$ cat config.mk
export PLATFORM = sky130hd
export DESIGN_NAME = copy_verifier_flat
export DESIGN_NICKNAME = d
export VERILOG_FILES = /design/src/rtl/copy_verifier_if.sv /design/src/rtl/copy_verifier.sv /design/src/flat_wrapper.sv
export SDC_FILE = /design/constraint.sdc
export NUM_CORES = 1
export LEC_CHECK = 0
export CAP_MARGIN = 20
export CELL_PAD_IN_SITES_DETAIL_PLACEMENT = 1
export CELL_PAD_IN_SITES_GLOBAL_PLACEMENT = 1
export CORE_ASPECT_RATIO = 0.7
export CORE_MARGIN = 4
export CORE_UTILIZATION = 25
export DETAILED_ROUTE_END_ITERATION = 6
export GPL_TIMING_DRIVEN = 0
export MAX_ROUTING_LAYER = met4
export PLACE_DENSITY = 0.65
export SLEW_MARGIN = 40
export SYNTH_ARGS = -nofsm -noshare
export SYNTH_HDL_FRONTEND = slang
export SYNTH_SLANG_ARGS = --single-unit
$ cat constraint.sdc
create_clock -name clk -period 8.2 [get_ports clk]
set_input_delay 1.64 -clock clk [delete_from_list [all_inputs] [get_ports clk]]
set_output_delay 1.64 -clock clk [all_outputs]
set_load 0.005 [all_outputs]
$ cat src/rtl/copy_verifier_if.sv
// Bus between the post-copy verifier and its environment: control, memory read ports, results.
// The verifier takes the master modport because it issues the read addresses.
interface copy_verifier_if #(
  parameter int unsigned ADDR_W = 12,
  parameter int unsigned WIDTH  = 16
);
  logic              start;
  logic [ADDR_W-1:0] src_start;
  logic [ADDR_W-1:0] dst_start;
  logic [ADDR_W-1:0] length;
  logic [ADDR_W-1:0] src_addr;
  logic [WIDTH-1:0]  src_dout;
  logic [ADDR_W-1:0] dst_addr;
  logic [WIDTH-1:0]  dst_dout;
  logic              busy;
  logic              result_valid;
  logic              pass;
  logic [ADDR_W:0]   err_count;
  logic [ADDR_W-1:0] first_err_off;
  logic [WIDTH-1:0]  first_err_src;
  logic [WIDTH-1:0]  first_err_dst;

  modport master (
    input  start, src_start, dst_start, length, src_dout, dst_dout,
    output src_addr, dst_addr, busy, result_valid, pass, err_count,
           first_err_off, first_err_src, first_err_dst
  );

  modport slave (
    output start, src_start, dst_start, length, src_dout, dst_dout,
    input  src_addr, dst_addr, busy, result_valid, pass, err_count,
           first_err_off, first_err_src, first_err_dst
  );
endinterface

$ cat src/rtl/copy_verifier.sv
// Post-copy checker: re-reads source and destination blocks through spare read ports,
// compares word pairs and reports pass/fail, mismatch count and the first failing word.
module copy_verifier #(
  parameter int unsigned ADDR_W = 12,
  parameter int unsigned WIDTH  = 16
) (
  input logic             clk,
  input logic             rst,
  copy_verifier_if.master bus
);
  localparam int unsigned CNT_W = ADDR_W + 1;

  localparam logic [1:0] IDLE  = 2'd0;
  localparam logic [1:0] READ  = 2'd1;
  localparam logic [1:0] DRAIN = 2'd2;
  localparam logic [1:0] DONE  = 2'd3;

  logic [1:0]        state_q, state_d;
  logic [ADDR_W-1:0] src_addr_q, src_addr_d;
  logic [ADDR_W-1:0] dst_addr_q, dst_addr_d;
  logic [ADDR_W-1:0] rem_q, rem_d;
  logic [ADDR_W-1:0] cmp_off_q, cmp_off_d;
  logic              cmp_valid_q, cmp_valid_d;
  logic              busy_q, busy_d;
  logic              rv_q, rv_d;
  logic              pass_q, pass_d;
  logic [CNT_W-1:0]  err_q, err_d;
  logic [ADDR_W-1:0] first_off_q, first_off_d;
  logic [WIDTH-1:0]  first_src_q, first_src_d;
  logic [WIDTH-1:0]  first_dst_q, first_dst_d;

  // State and result registers
  always_ff @(posedge clk or negedge rst) begin
    if (!rst) begin
      state_q     <= IDLE;
      src_addr_q  <= '0;
      dst_addr_q  <= '0;
      rem_q       <= '0;
      cmp_off_q   <= '0;
      cmp_valid_q <= 1'b0;
      busy_q      <= 1'b0;
      rv_q        <= 1'b0;
      pass_q      <= 1'b0;
      err_q       <= '0;
      first_off_q <= '0;
      first_src_q <= '0;
      first_dst_q <= '0;
    end else begin
      state_q     <= state_d;
      src_addr_q  <= src_addr_d;
      dst_addr_q  <= dst_addr_d;
      rem_q       <= rem_d;
      cmp_off_q   <= cmp_off_d;
      cmp_valid_q <= cmp_valid_d;
      busy_q      <= busy_d;
      rv_q        <= rv_d;
      pass_q      <= pass_d;
      err_q       <= err_d;
      first_off_q <= first_off_d;
      first_src_q <= first_src_d;
      first_dst_q <= first_dst_d;
    end
  end

  // Next-state, address sequencing and compare accumulation
  always_comb begin
    state_d     = state_q;
    src_addr_d  = src_addr_q;
    dst_addr_d  = dst_addr_q;
    rem_d       = rem_q;
    cmp_off_d   = cmp_off_q;
    cmp_valid_d = 1'b0;
    busy_d      = busy_q;
    rv_d        = rv_q;
    pass_d      = pass_q;
    err_d       = err_q;
    first_off_d = first_off_q;
    first_src_d = first_src_q;
    first_dst_d = first_dst_q;

    // Read data lags the address by one cycle, so compares run one cycle behind
    if (cmp_valid_q) begin
      if (bus.src_dout != bus.dst_dout) begin
        pass_d = 1'b0;
        if (err_q != {CNT_W{1'b1}}) err_d = err_q + CNT_W'(1);
        if (err_q == '0) begin
          first_off_d = cmp_off_q;
          first_src_d = bus.src_dout;
          first_dst_d = bus.dst_dout;
        end
      end
      cmp_off_d = cmp_off_q + ADDR_W'(1);
    end

    case (state_q)
      IDLE, DONE: begin
        if (bus.start) begin
          rv_d        = 1'b0;
          pass_d      = 1'b1;
          err_d       = '0;
          first_off_d = '0;
          first_src_d = '0;
          first_dst_d = '0;
          cmp_off_d   = '0;
          if (bus.length == '0) begin
            state_d = DONE;
            rv_d    = 1'b1;
            busy_d  = 1'b0;
          end else begin
            state_d    = READ;
            busy_d     = 1'b1;
            src_addr_d = bus.src_start;
            dst_addr_d = bus.dst_start;
            rem_d      = bus.length - ADDR_W'(1);
          end
        end
      end
      READ: begin
        cmp_valid_d = 1'b1;
        if (rem_q == '0) begin
          state_d = DRAIN;
        end else begin
          src_addr_d = src_addr_q + ADDR_W'(1);
          dst_addr_d = dst_addr_q + ADDR_W'(1);
          rem_d      = rem_q - ADDR_W'(1);
        end
      end
      DRAIN: begin
        state_d = DONE;
        busy_d  = 1'b0;
        rv_d    = 1'b1;
      end
      default: state_d = IDLE;
    endcase
  end

  assign bus.src_addr      = src_addr_q;
  assign bus.dst_addr      = dst_addr_q;
  assign bus.busy          = busy_q;
  assign bus.result_valid  = rv_q;
  assign bus.pass          = pass_q;
  assign bus.err_count     = err_q;
  assign bus.first_err_off = first_off_q;
  assign bus.first_err_src = first_src_q;
  assign bus.first_err_dst = first_dst_q;
endmodule

$ cat src/flat_wrapper.sv
// flat-port wrapper written by rule: the top's interface ports become plain ports
module copy_verifier_flat 
#(
  parameter int unsigned ADDR_W = 12,
  parameter int unsigned WIDTH  = 16
)
  (clk, rst, bus_start, bus_src_start, bus_dst_start, bus_length, bus_src_dout, bus_dst_dout, bus_src_addr, bus_dst_addr, bus_busy, bus_result_valid, bus_pass, bus_err_count, bus_first_err_off, bus_first_err_src, bus_first_err_dst);
  copy_verifier_if #(.ADDR_W(ADDR_W), .WIDTH(WIDTH)) bus_i ();
  input logic clk;
  input logic rst;
  input wire logic [$bits(bus_i.start)-1:0] bus_start;
  input wire logic [$bits(bus_i.src_start)-1:0] bus_src_start;
  input wire logic [$bits(bus_i.dst_start)-1:0] bus_dst_start;
  input wire logic [$bits(bus_i.length)-1:0] bus_length;
  input wire logic [$bits(bus_i.src_dout)-1:0] bus_src_dout;
  input wire logic [$bits(bus_i.dst_dout)-1:0] bus_dst_dout;
  output wire logic [$bits(bus_i.src_addr)-1:0] bus_src_addr;
  output wire logic [$bits(bus_i.dst_addr)-1:0] bus_dst_addr;
  output wire logic [$bits(bus_i.busy)-1:0] bus_busy;
  output wire logic [$bits(bus_i.result_valid)-1:0] bus_result_valid;
  output wire logic [$bits(bus_i.pass)-1:0] bus_pass;
  output wire logic [$bits(bus_i.err_count)-1:0] bus_err_count;
  output wire logic [$bits(bus_i.first_err_off)-1:0] bus_first_err_off;
  output wire logic [$bits(bus_i.first_err_src)-1:0] bus_first_err_src;
  output wire logic [$bits(bus_i.first_err_dst)-1:0] bus_first_err_dst;
  assign bus_i.start = bus_start;
  assign bus_i.src_start = bus_src_start;
  assign bus_i.dst_start = bus_dst_start;
  assign bus_i.length = bus_length;
  assign bus_i.src_dout = bus_src_dout;
  assign bus_i.dst_dout = bus_dst_dout;
  assign bus_src_addr = bus_i.src_addr;
  assign bus_dst_addr = bus_i.dst_addr;
  assign bus_busy = bus_i.busy;
  assign bus_result_valid = bus_i.result_valid;
  assign bus_pass = bus_i.pass;
  assign bus_err_count = bus_i.err_count;
  assign bus_first_err_off = bus_i.first_err_off;
  assign bus_first_err_src = bus_i.first_err_src;
  assign bus_first_err_dst = bus_i.first_err_dst;
  copy_verifier #(.ADDR_W(ADDR_W), .WIDTH(WIDTH)) u_core (.clk(clk), .rst(rst), .bus(bus_i));
endmodule
==> results of run 1 <==
[final cells by class]
class / instances / area, µm² / share of cell area [%]
well taps: 325 / 406.6 / 4.735
repair buffers: 155 / 1574 / 18.33
multi-input cells: 525 / 3256 / 37.91
flip-flops and latches: 111 / 2778 / 32.34
plain buffers: 53 / 224.0 / 2.608
clock inverters: 5 / 66.31 / 0.7721
inverters: 12 / 45.04 / 0.5245
clock buffers: 10 / 239.0 / 2.783
[sequential cells by signal, indices dropped and copies added (netlist names), 12 cells and up]
| signal | flops |
|---|---|
| u_core.bus.first_err_off | 12 |
| u_core.bus.src_addr | 12 |
| u_core.rem_q | 12 |
| u_core.bus.dst_addr | 12 |
| u_core.bus.first_err_dst | 16 |
| u_core.cmp_off_q | 12 |
| u_core.bus.err_count | 13 |
| u_core.bus.first_err_src | 16 |
[worst max-delay path, stage by stage, from the launching register on]
cell	delay (ns)
dfrtp_1	0.41
inv_1	0.09
ha_1	0.24
buf_2	0.25
buf_1	0.48
clkbuf_1	0.58
mux2i_1	0.26
ha_1	0.30
o221ai_2	0.24
a2111oi_1	0.73
o2111a_1	0.34
a211oi_1	0.06
[layer usage]
metal | global-route usage (%) | vias up | routed length [µm]
met4 | 3.622 | 0 | 258
met5 | - | - | 0
met1 | 28.69 | 3151 | 13290
met2 | 24.26 | 138 | 10140
li1 | - | 2957 | -
met3 | 3.106 | 18 | 961
[power groups by stage]
stage | registers [mW] | clock network (mW) | logic [mW]
3_3_place_gp | 0.909 | 0 | 1.18
5_1_grt | 0.936 | 0.518 | 1.33
4_1_cts | 0.902 | 0.497 | 1.21
2_1_floorplan | 0.869 | 0 | 0.632
3_5_place_dp | 0.910 | 0 | 1.20
6_report | 0.903 | 0.476 | 1.21
[through the flow]
step	power [mW]	setup slack, ns
2_1_floorplan	1.501	4.755
3_3_place_gp	2.090	0.5875
3_5_place_dp	2.113	3.794
4_1_cts	2.608	4.125
5_1_grt	2.786	3.783
6_report	2.584	4.052
[logic make-up after synthesis]
kind of cell / after synthesis
compound gates: 176
simple gates: 301
buf+inv: 65
xor+xnor: 32
mux: 8
flops: 111
fa+ha+maj: 8
[placed cells by master, fill, tap and decap left out, types with 9 or more instances in the layout]
cell type / count
clkdlybuf4s50_1: 153
dfrtp_1: 111
nand2_1: 76
o21ai_0: 64
nand4_1: 60
clkbuf_1: 39
nor2_1: 39
a21oi_1: 31
nand3_1: 28
xor2_1: 22
or4_1: 17
nor3_1: 15
inv_1: 12
a22oi_1: 12
nor4_1: 10
xnor2_1: 10
o22ai_1: 10
clkbuf_16: 9
[worst paths after layout]
path | from | endpoint | slack (ns) | cells after the start
max | u_core.state_q[1] | u_core.rem_q[8] | 4.05 | 11
min | u_core.bus.first_err_dst[3] | u_core.bus.first_err_dst[3] | 0.54 | 2
max reg2reg | u_core.state_q[1] | u_core.rem_q[8] | 4.05 | 11
min reg2reg | u_core.bus.first_err_dst[3] | u_core.bus.first_err_dst[3] | 0.54 | 2
max in group asynchronous | rst | u_core.bus.first_err_dst[9] | 6.34 | 2
min in group asynchronous | rst | u_core.bus.first_err_src[4] | 1.17 | 1
==> results.txt, run 1 <==
Status: complete, no violations
Layout Nets: 946
Drt pass-1 iters: 5
Setup tns final: 0 ns
Drt via density: 5.237
Comb pwr share: 46.6%
Crit. End Element: register
Largest family of logic cells by synthesized area: simple AND/OR/NAND/NOR gates
Compound-Gate Fraction of Synth Area: 18.36%
Layout Skew: 0.007230 ns
Num ports: 155
Sw Share: 42.26%
Clk pwr share: 18.4%
Post-cts sizing count: 0
Routed wire length: 24.65 mm
#FFs+latches synth: 111
Worst-path fanout max: 10
Vias in the first global route: 6461
Rel. slew slack: 48.59%
Sequential power share: 34.9%
HP Class: register to register
Total gr overflow: 0
CTS Sinks: 111
WHS: 0.5392 ns
Initial antenna violation count: 0
Post-DP HPWL: 18.70 mm
Syn Area/Cell: 8.990 µm²
Worst vdd ir: 0.0001367 V
Post-Synth Adder-Cell Area: 1.588%
CP required: 8.40 ns
Cell with the most instances after synthesis: dfrtp_1
CP Launch Type: register
Initial detailed-routing violation count: 507
Post-Synthesis Cells: 701
Vias: 6264
Placed cell areas: 0.008283 mm²
FP Rows: 48
Worst slew pin tran: 0.7692 ns
Reg clk slew, reported paths: 0.08 ns
Commonest cells in the netlist: dfrtp_1 (111), nand2_1 (76), o21ai_0 (64)
Die height: 140.8 µm
WL per Instance: 20.61 µm
Post-route clock period utilization: 50.59%
Max Clock Freq: 241.1 MHz
Synth area leaders: dfrtp_1 (44%), nand4_1 (6.0%), o21ai_0 (5.1%)
Antenna-violating nets left: 0
Leak pwr: 3.286 nW
Synth Area in XOR/XNOR: 4.447%
Setup Viol. Count Final: 0
Number of buffers created by CTS: 9
Layout Utilization: 34.71%
Area delta synth->final: 36.27%
Cell variety after synth: 65
GRT Total Usage: 18.26%
Post-Synth Simple-Gate Area: 25.95%
Root Driver: clkbuf_16
Yosys top cell area share: 44.07%
Mapped Area: 0.006302 mm²
YS warnings: 0
CTS tree: built
Clock period minus worst slack: 4.148 ns
H-Tree Depth: 3
Multiplexer share of the synthesized area: 1.310%
Hold Buf Count CTS: 0
N_diodes: 0
Starting Density: 25.47%
Synth async-reset ratio: 100.0%
Core area: 0.02474 mm²
IO buf count: 154
Synthesized Nets: 780
Die area: 0.02785 mm²
Fin. Hold Viols: 0
Worst skew pair latency: 0.36 ns
Register area share after synthesis: 44.07%
CP Class: register to register
Fill count: 2901
Maximum number of pins on one net before global-route repair: 65
Post-route DRC: 0
Fraction of layout cells with a size suffix above 1: 5.511%
RSZ-0062 raised after global routing: false
Psw: 1.092 mW
Design Area, Final: 0.008588 mm²
Post-synth EDFFs: 0
Maxcap violations: 0
Power Internal: 1.492 mW
Clk buf depth: 2
Placer Congestion: 0.8330
Setup Buffers After CTS: 0
Chip width: 197.8 µm
Post-Layout Cell Count: 1196
First-pass GRT wire length: 39.10 mm
Area leader, netlist: dfrtp_1
Crit path DAT: 4.35 ns
Pwr/cell area: 300.8 mW/mm²
Max-slew violation count: 0
Number of instances in the placed design: 1181
Synth Flop Type: dfrtp_1
Note: power is estimated with default switching activity, not from simulation.
==> inputs of run 2 (changes only) <==
PLACE_DENSITY = 0.67   (was 0.65)
clock period = 3.7 ns   (was 8.2 ns; I/O delays follow)
==> run 2 against run 1 <==
  * Cell area shrank 0.17%
  * Die area unchanged
  * Fmax increased by 26%
==> results.txt, run 2 (synthesis gave the netlist of run 1 again) <==
Core area: 0.02474 mm²
CP Class: register to register
Placed cell areas: 0.008283 mm²
Post-Layout Cell Count: 1196
Chip width: 197.8 µm
CTS Sinks: 111
Vias: 6395
CP Launch Type: register
Multi-input gate area: 0.003261 mm²
Number of instances in the placed design: 1181
Max Clock Freq: 303.9 MHz
Worst slew pin tran: 0.8120 ns
Post-route clock period utilization: 88.95%
Vias in the first global route: 6514
Worst skew pair latency: 0.36 ns
CTS tree: built
Clock period minus worst slack: 3.291 ns
Worst slack, placed: -0.3603 ns
Status: complete, no violations
Routed wire length: 24.68 mm
N_diodes: 0
Maxcap violations: 0
GRT Total Usage: 18.30%
FP Rows: 48
Hold Buf Count CTS: 0
Number of buffers created by CTS: 9
Max-slew violation count: 0
Layout Utilization: 34.65%
Setup Buffers After CTS: 0
Power Total: 5.675 mW
Worst-path fanout max: 19
Num ports: 155
Die area: 0.02785 mm²
Total gr overflow: 0
Register area: 0.002778 mm²
Area delta synth->final: 36.03%
Design Area, Final: 0.008573 mm²
CP required: 3.96 ns
Worst vdd ir: 0.0002491 V
Post-route DRC: 0
Reg clk slew, reported paths: 0.08 ns
Crit. End Element: register
Crit path DAT: 3.55 ns
Fin. Hold Viols: 0
Final worst setup slack: 0.4090 ns
Commonest non-fill, non-tap cell in the layout: clkdlybuf4s50_1
Layout Nets: 945
WL per Instance: 20.63 µm
Antenna-violating nets left: 0
Initial antenna violation count: 0
WHS: 0.2663 ns
Starting Density: 25.47%
Pwr/cell area: 661.9 mW/mm²
Leak pwr: 3.279 nW
IO buf count: 154
Post-DP HPWL: 18.71 mm
Most frequent cells in the layout: clkdlybuf4s50_1 (153), dfrtp_1 (111), nand2_1 (76)
Setup Viol. Count Final: 0
Drt via density: 5.347
Drt pass-1 iters: 6
First-pass GRT wire length: 39.12 mm
Maximum number of pins on one net before global-route repair: 67
Fill count: 2897
Layout Skew: 0.01075 ns
Setup tns final: 0 ns
Placer Congestion: 0.8529
Clk buf depth: 2
Rel. slew slack: 45.50%
Fraction of layout cells with a size suffix above 1: 5.855%
Die height: 140.8 µm
H-Tree Depth: 3
Initial detailed-routing violation count: 380
Root Driver: clkbuf_16
RSZ-0062 raised after global routing: false
HP Class: input port to asynchronous set/reset pin
[run 2: changes by cell type in the layout (fill, tap and decap cells not counted)]
| cell | change |
|---|---|
| a2111oi_1 | -1 |
| a2111oi_2 | +1 |
| buf_1 | -1 |
| bufinv_16 | -1 |
| clkbuf_1 | -1 |
| clkbuf_2 | +1 |
| clkinv_2 | +1 |
| clkinv_4 | -1 |
| clkinvlp_4 | +1 |
| inv_6 | +1 |
[run 2: cell type report]
type / count / share of cell area, %
Clock inverter: 6 / 0.5692
Inverter: 12 / 0.5254
Timing Repair Buffer: 155 / 18.36
Multi-Input combinational cell: 525 / 38.03
Tap cell: 325 / 4.743
Sequential cell: 111 / 32.40
Buffer: 52 / 2.583
Clock buffer: 10 / 2.788
[run 2: layer usage]
metal,GRT usage (%),part of all wire [%]
met3,3.512,5.4
met5,-,0
met4,3.332,0.91
met2,24.32,42
met1,28.65,52
[run 2: critical path: stages, from the launching register on]
cell and delay, ns:
dfrtp_1 0.41, inv_1 0.08, ha_1 0.26, buf_2 0.39, clkbuf_2 0.36, mux2i_1 0.24, ha_1 0.30, o221ai_2 0.24
a2111oi_2 0.52, o22ai_1 0.16, a211oi_1 0.24
[run 2: final timing paths]
check / slack (ns) / cells after the start / startpoint / to
max: 0.41 / 10 / u_core.state_q[1] / u_core.rem_q[8]
min: 0.27 / 1 / rst / u_core.bus.first_err_src[11]
max reg2reg: 0.41 / 10 / u_core.state_q[1] / u_core.rem_q[8]
min reg2reg: 0.53 / 1 / u_core.bus.pass / u_core.bus.pass
max in group asynchronous: 2.74 / 2 / rst / u_core.rem_q[7]
min in group clk: 0.53 / 1 / u_core.bus.pass / u_core.bus.pass
[run 2: where the power goes]
part | internal [mW] | switching [mW] | total [mW]
clock network | 0.486 | 0.503 | 0.988
logic | 1.18 | 1.50 | 2.68
registers | 1.58 | 0.431 | 2.01
[run 2: what timing repair did]
action	4_1_cts	5_1_grt
resized for setup	2	0
cloned	0	0
endpoints found under the setup margin	1	2
==> inputs of run 3 (changes only) <==
SLEW_MARGIN = 30   (was 40)
==> results of run 3 <==
No change in the layout: final DEF, timing and power equal those of run 2.
